## config.mk

```make
export PLATFORM = sky130hd
export DESIGN_NAME = stream_block_sum
export DESIGN_NICKNAME = d
export VERILOG_FILES = /design/src/rtl/stream_pkg.sv /design/src/rtl/stream_out_reg.sv /design/src/rtl/stream_block_sum.sv
export SDC_FILE = /design/constraint.sdc
export NUM_CORES = 1
export LEC_CHECK = 0
export ABC_AREA = 1
export BUFFER_PORTS_ARGS = -buffer_cell sky130_fd_sc_hd__buf_2
export CAP_MARGIN = 20
export CORE_MARGIN = 1.5
export CORE_UTILIZATION = 55
export CTS_CLUSTER_DIAMETER = 200
export DETAILED_ROUTE_END_ITERATION = 10
export MAX_ROUTING_LAYER = met4
export PLACE_DENSITY = 0.78
export SLEW_MARGIN = 30
export SYNTH_ARGS = -nofsm -noshare
export SYNTH_HDL_FRONTEND = slang
export SYNTH_SLANG_ARGS = --single-unit
export TNS_END_PERCENT = 10
```

## constraint.sdc

```tcl
create_clock -name clk -period 2.05 [get_ports clk]
set_input_delay 0.1025 -clock clk [delete_from_list [all_inputs] [get_ports clk]]
set_output_delay 0.1025 -clock clk [all_outputs]
set_load 0.03 [all_outputs]
```

## src/rtl/stream_pkg.sv

```systemverilog
// Shared definitions for the 32-bit ready/valid stream blocks.
package stream_pkg;

    localparam int unsigned DATA_W_DEF = 32;
    localparam int unsigned SUM_W_DEF  = 32;

    // A beat moves across a ready/valid interface when both sides agree.
    function automatic logic xfer(input logic valid, input logic ready);
        return valid & ready;
    endfunction

endpackage

```

## src/rtl/stream_out_reg.sv

```systemverilog
// One-entry ready/valid output register with a load port and a full flag.
// The load port is only honoured when the caller knows the slot is free or draining.
module stream_out_reg
    import stream_pkg::*;
#(
    parameter int unsigned W = SUM_W_DEF
) (
    input  logic         clk,
    input  logic         reset,
    input  logic         load,
    input  logic [W-1:0] load_data,
    output logic [W-1:0] out_data,
    output logic         out_valid,
    input  logic         out_ready,
    output logic         full
);

    logic [W-1:0] data_q, data_d;
    logic         valid_q, valid_d;
    logic         out_xfer;

    assign out_xfer  = xfer(valid_q, out_ready);
    assign out_data  = data_q;
    assign out_valid = valid_q;
    assign full      = valid_q;

    // Load wins over drain so a new value can replace the one leaving this cycle.
    always_comb begin
        data_d  = data_q;
        valid_d = valid_q;
        if (load) begin
            data_d  = load_data;
            valid_d = 1'b1;
        end else if (out_xfer) begin
            valid_d = 1'b0;
        end
    end

    // Register state; data is held untouched while valid waits for ready.
    always_ff @(posedge clk or negedge reset) begin
        if (!reset) begin
            data_q  <= '0;
            valid_q <= 1'b0;
        end else begin
            data_q  <= data_d;
            valid_q <= valid_d;
        end
    end

endmodule

```

## src/rtl/stream_block_sum.sv

```systemverilog
// Sums each run of BLOCK_LEN accepted input words and emits one sum per block.
module stream_block_sum
    import stream_pkg::*;
#(
    parameter int unsigned DATA_W    = DATA_W_DEF,
    parameter int unsigned SUM_W     = SUM_W_DEF,
    parameter int unsigned BLOCK_LEN = 100,
    parameter int unsigned CNT_W     = $clog2(BLOCK_LEN + 1)
) (
    input  logic              clk,
    input  logic              reset,
    input  logic [DATA_W-1:0] input_fifo,
    input  logic              input_fifo_valid,
    output logic              input_fifo_ready,
    output logic [SUM_W-1:0]  output_fifo,
    output logic              output_fifo_valid,
    input  logic              output_fifo_ready,
    output logic [31:0]       blocks_done
);

    localparam logic [CNT_W-1:0] LAST_CNT = CNT_W'(BLOCK_LEN - 1);

    logic [SUM_W-1:0] acc_q, acc_d;
    logic [CNT_W-1:0] cnt_q, cnt_d;
    logic [31:0]      blocks_done_q, blocks_done_d;

    logic [SUM_W-1:0] word_ext;
    logic [SUM_W-1:0] sum_next;
    logic             is_final;
    logic             out_full;
    logic             in_xfer;
    logic             out_xfer;
    logic             load;

    // Zero-extends or truncates, depending on the relative widths.
    assign word_ext = SUM_W'(input_fifo);
    assign sum_next = acc_q + word_ext;
    assign is_final = (cnt_q == LAST_CNT);

    // Only the final word needs the output slot; stall it if the slot is
    // occupied and not draining this cycle. No dependence on input valid.
    assign input_fifo_ready = !(is_final && out_full && !output_fifo_ready);

    assign in_xfer  = xfer(input_fifo_valid, input_fifo_ready);
    assign out_xfer = xfer(output_fifo_valid, output_fifo_ready);

    // Accumulate non-final words; on the final word hand off the sum and restart.
    always_comb begin
        acc_d = acc_q;
        cnt_d = cnt_q;
        load  = 1'b0;
        if (in_xfer) begin
            if (is_final) begin
                acc_d = '0;
                cnt_d = '0;
                load  = 1'b1;
            end else begin
                acc_d = sum_next;
                cnt_d = cnt_q + CNT_W'(1);
            end
        end
    end

    // Count sums accepted downstream.
    always_comb begin
        blocks_done_d = blocks_done_q;
        if (out_xfer) begin
            blocks_done_d = blocks_done_q + 32'd1;
        end
    end

    // Block state registers.
    always_ff @(posedge clk or negedge reset) begin
        if (!reset) begin
            acc_q         <= '0;
            cnt_q         <= '0;
            blocks_done_q <= '0;
        end else begin
            acc_q         <= acc_d;
            cnt_q         <= cnt_d;
            blocks_done_q <= blocks_done_d;
        end
    end

    assign blocks_done = blocks_done_q;

    stream_out_reg #(
        .W (SUM_W)
    ) u_out_reg (
        .clk       (clk),
        .reset     (reset),
        .load      (load),
        .load_data (sum_next),
        .out_data  (output_fifo),
        .out_valid (output_fifo_valid),
        .out_ready (output_fifo_ready),
        .full      (out_full)
    );

endmodule

```

# Word-level counts from Yosys, hierarchy flattened
# Index checks and enable logic that the tools add are counted.
[op_classes]
order_cmp = 0
addsub = 3
muxes = 6
mul = 0
bitwise_logic = 2
shift = 0
div_mod_pow = 0
n_eq_ne = 1
n_reduce_logical = 5
[ops]
columns = ["cell", "count"]
rows = [
  ["adder 32 x 1 -> 32 bit, second input constant", 1],
  ["adder 32 bit", 1],
  ["2-to-1 mux 32 bit", 1],
  ["adder 7 x 1 -> 7 bit, second input constant", 1],
  ["== test 7 bit, second input constant", 1],
  ["2-to-1 mux 7 bit", 1],
  ["2-to-1 mux 1 bit", 4],
  ["AND 1 bit", 2],
  ["logical AND 1 bit", 2],
  ["logical NOT 1 bit", 2],
  ["nonzero test 2 bit", 1],
]
[totals]
mem_count = 0
word_cells = 22
register_bits = 104
ram_bits = 0
in_bits = 36
latchBits = 0
out_inout_bits = 66
romBits = 0

# Logic depth before layout (Yosys ltp)
[depth]
depth_word = 7
depth_mapped = 12

# Hierarchy
# Synthesis repeated with hierarchy kept, for this count alone.
[unflattened]
hier_cells = 1038
hier_area_um2 = 7144.4
[modules_own_cells]
columns = ["mod", "area_each_um2", "instances", "cells_each", "seq_area_each_um2"]
rows = [
  ["stream_block_sum", 5810.6, 1, 897, 1776.7],
  ["stream_out_reg", 1333.8, 1, 141, 825.8],
]

# Worst setup path after synthesis
# No wires, ideal clock.
[synth_timing]
path_kind = "flip-flop to flip-flop"
start = "register blocks_done_q[1], in the netlist blocks_done[1]"
end = "register blocks_done_q[20], in the netlist blocks_done[20]"
slack_ps = 68
setup_ps = 124
period_less_slack_ps = 1982
path_stages_with_launch = 10
t_arrival_ps = 1858
path_cell_list = "dfrtp_1 > ha_1 > nand3_1 > nor2_1 > nand2_1 > nor2_2 > nand3_1 > nor2_1 > nand3_1 > xor2_1"
[synth_via]
elab_chain_cells = 1
[synth_rtl]
columns = ["item", "line_no", "source"]
rows = [
  ["from (decl)", "stream_block_sum.sv:25", "logic [31:0] blocks_done_q, blocks_done_d;"],
  ["from (signal assigned)", "stream_block_sum.sv:81", "blocks_done_q <= blocks_done_d;"],
  ["adder 32 x 1 -> 32 bit", "stream_block_sum.sv:68", "blocks_done_d = blocks_done_q + 32'd1;"],
]
# No other way between the ends.
# A chain may end at the register's enable or synchronous reset.

# Worst setup path after layout
[layout_timing]
start = "register acc_q[8]"
end = "register u_out_reg.data_q[25], in the netlist u_out_reg.out_data[25]"
[layout_via]
elab_chain_cells = 1
[layout_rtl]
columns = ["item", "line_no", "source"]
rows = [
  ["from (decl)", "stream_block_sum.sv:23", "logic [SUM_W-1:0] acc_q, acc_d;"],
  ["from (signal assigned)", "stream_block_sum.sv:75", "acc_q <= '0;"],
  ["from (signal assigned)", "stream_block_sum.sv:79", "acc_q <= acc_d;"],
  ["adder 32 bit", "stream_block_sum.sv:37", "assign sum_next = acc_q + word_ext;"],
  ["to (signal assigned)", "stream_out_reg.sv:45", "data_q <= data_d;"],
  ["to (decl)", "stream_out_reg.sv:18", "logic [W-1:0] data_q, data_d;"],
]
# No other way between the ends.

==> metrics.yaml <==
routing:
  wl_um: 17700
  route.vias.total: 6512
  viasPerCell: 5.18
  firstDrtPassIters: 4
  drt_iter0_drc: 495
  drc_errors: 0
  antenna_left: 0
  wl_per_cell_um: 14.1
yosys:
  synthDistinctLibCells: 32
  yosysSeqAreaShare_pct: 38.3
  synth_area_per_cell_um2: 6.89
  synth.area.top_cells: "dfrtp_1, nand2_1, inv_1, ha_1, nand3_1"
  synth_edf_count: 0
  async_flop_share_pct: 100
  synth_area_um2: 6790
  ys_ff_latch: 104
  synthTopCellsByCount: "nand2_1, inv_1, dfrtp_1, nand3_1, nor2_1"
  yosysTopAreaCell: "dfrtp_1"
  synth_nets: 1055
  synth-warning-count: 0
  ys.flop_type: "dfrtp_1"
  synth_top_area_share_pct: 38.3
  yosysMostFrequentCell: "nand2_1"
  synthCells: 985
die:
  core_um2: 12000
  start_util_pct: 56.5
  die_area_um2: 13000
  die_x_um: 114
  io_pins: 102
  dieHeight_um: 114
  placement_rows: 40
worst_setup_path:
  crit_arrival_ns: 2.19
  slowest_delay_ns: 0.40
  cp.required_ns: 2.30
  path_class: "register to register"
  critPathMostFrequentCell: "nand2_1"
  crit_chain: "ha_1 > nand2_1 > inv_1 > nand2_1 > nand2_1 > inv_1 > nand3_1 > nand2_1 > nand4_1 > nand3_1 > nand2_1"
  critPathMaxFanout: 4
  crit_path_end_kind: "register"
  critPathLaunchType: "register"
  ff2ff_setup_slack_ns: 0.11
  cp_slowest_cell: "dfrtp_1"
cts:
  cts-root-buf: "clkbuf_16"
  path_clk_slew_ns: 0.07
  cts_sinks: 104
  cts_buffers: 9
  tritoncts: "yes"
  cts_buffer_depth: 2
  insertion_delay_ns: 0.35
  htreeDepth: 3
grt:
  grt_max_degree: 47
  grt.overflow.total: 0
  antenna_found_initial: 0
  grt_pass1_vias: 5951
  grt_usage_pct: 28.8
  grt_pass1_wl_um: 28400
finish:
  area_growth_pct: 17.4
  diodes: 0
  fillers: 1124
  layout.nets: 1175
  drive_above_1_share_pct: 14.6
sta:
  timing.final.ws_setup_ns: 0.108
  drv_slew: 0
  worstMarginPinSlew_ns: 0.466
  final-setup-viol-count: 0
  min_period_over_period_pct: 94.7
  clock_skew_ns: 0.00976
  slew_headroom_pct: 68.6
  whs_ns: 0.0539
  rsz0062_at_grt: "true"
  fmax_ghz: 0.515
  finalHoldViolCount: 0
  final.min_clock_period_ns: 1.94
place:
  port_buffers: 101
  dp_slack_ns: 0.0103
  place.gp.congestion: 0.964
  hpwl_um: 13400
run_status:
  outcome: "finished clean"
power_and_ir_drop:
  powerDensity_nw_per_um2: 1230
  cellLeakagePower_nw: 4.64
  peakVddDrop_v: 0.000679
min_path:
  min-delay-path-class: "input port to register"
job:
  cap_violations: 0
==> repair_timing <==
item / CTS / global route
hold buffers: 1 / 0
resized for setup: 0 / 20
endpoints found under the setup margin: 0 / 48
setup buffers: 0 / 0
endpoints found under the hold margin: 25 / 0
==> critical path, delay by kind of cell, from the launching register on <==
kind	cells	cell delay, ns
buffers and inverters	2	0.12
adder cells (fa/ha/maj)	1	0.34
flip-flops	1	0.40
AND/OR/NAND/NOR	8	0.98
==> layer usage <==
metal	up-vias	wire, um	track usage [%]
met1	2989	8180	38.9
met4	0	299	7.50
met3	24	1010	5.24
met5	-	0	-
met2	208	8190	44.9
li1	3291	-	-
==> flip-flops by register name, summed over array words and instances (netlist names) <==
name,flops
u_out_reg.full,1
acc_q,32
u_out_reg.out_data,32
cnt_q,7
blocks_done,32
==> cell usage in the layout (no fill, tap or decap), types with 3 or more instances in the layout <==
cell / count
dfrtp_1: 104
xnor2_1: 19
nor3_1: 18
o21bai_1: 3
nand3_1: 67
buf_2: 100
buf_4: 18
clkbuf_16: 9
nand4_1: 14
nor2_2: 3
inv_1: 146
o31ai_1: 3
xor2_1: 29
nand2_1: 403
a21oi_1: 22
ha_1: 25
ha_4: 5
nand3b_1: 6
ha_2: 3
o21ai_0: 26
nand3_2: 5
nand2_2: 3
nor2_1: 56
==> through the flow <==
step           setup TNS, ns  instances  util, %  total power, mW  area (um2)
6_report                   0       1257     66.4             9.80        7970
5_1_grt              -0.0551       1257     66.4             10.6        7970
3_5_place_dp               0       1240     63.1             7.94        7580
3_3_place_gp               0       1240     63.1             7.83        7580
2_1_floorplan              0        985        -             6.66        6790
4_1_cts                    0       1257     65.5             9.61        7860
==> where the power goes <==
group / internal [mW] / switching (mW)
Clock: 0.861 / 0.785
Sequential: 2.59 / 0.387
Combinational: 1.81 / 3.37
==> cell type report <==
cell class | count | area [um2] | share of cell area, %
clock inverters | 4 | 28.8 | 0.361
inverters | 149 | 562 | 7.05
flip-flops and latches | 104 | 2600 | 32.6
multi-input cells | 719 | 3650 | 45.8
clock buffers | 12 | 246 | 3.09
repair buffers | 122 | 697 | 8.74
well taps | 147 | 184 | 2.31
==> worst paths after layout <==
check,start,endpoint,depth (start not counted)
max in group asynchronous,reset,acc_q[29],3
min,output_fifo_ready,u_out_reg.full,4
min in group asynchronous,reset,u_out_reg.out_data[7],2
max,acc_q[8],u_out_reg.out_data[25],11
max reg2reg,acc_q[8],u_out_reg.out_data[25],11
min reg2reg,u_out_reg.out_data[14],u_out_reg.out_data[14],2
==> cell families after synthesis <==
| family | synth area share (%) |
|---|---|
| AND/OR/NAND/NOR | 35.4 |
| buffers and inverters | 9.43 |
| flip-flops | 38.3 |
| AO/OA/AOI/OAI | 4.31 |
| XOR/XNOR | 6.19 |
| adder cells (fa/ha/maj) | 6.37 |
Power figures use the tool's default switching activity.
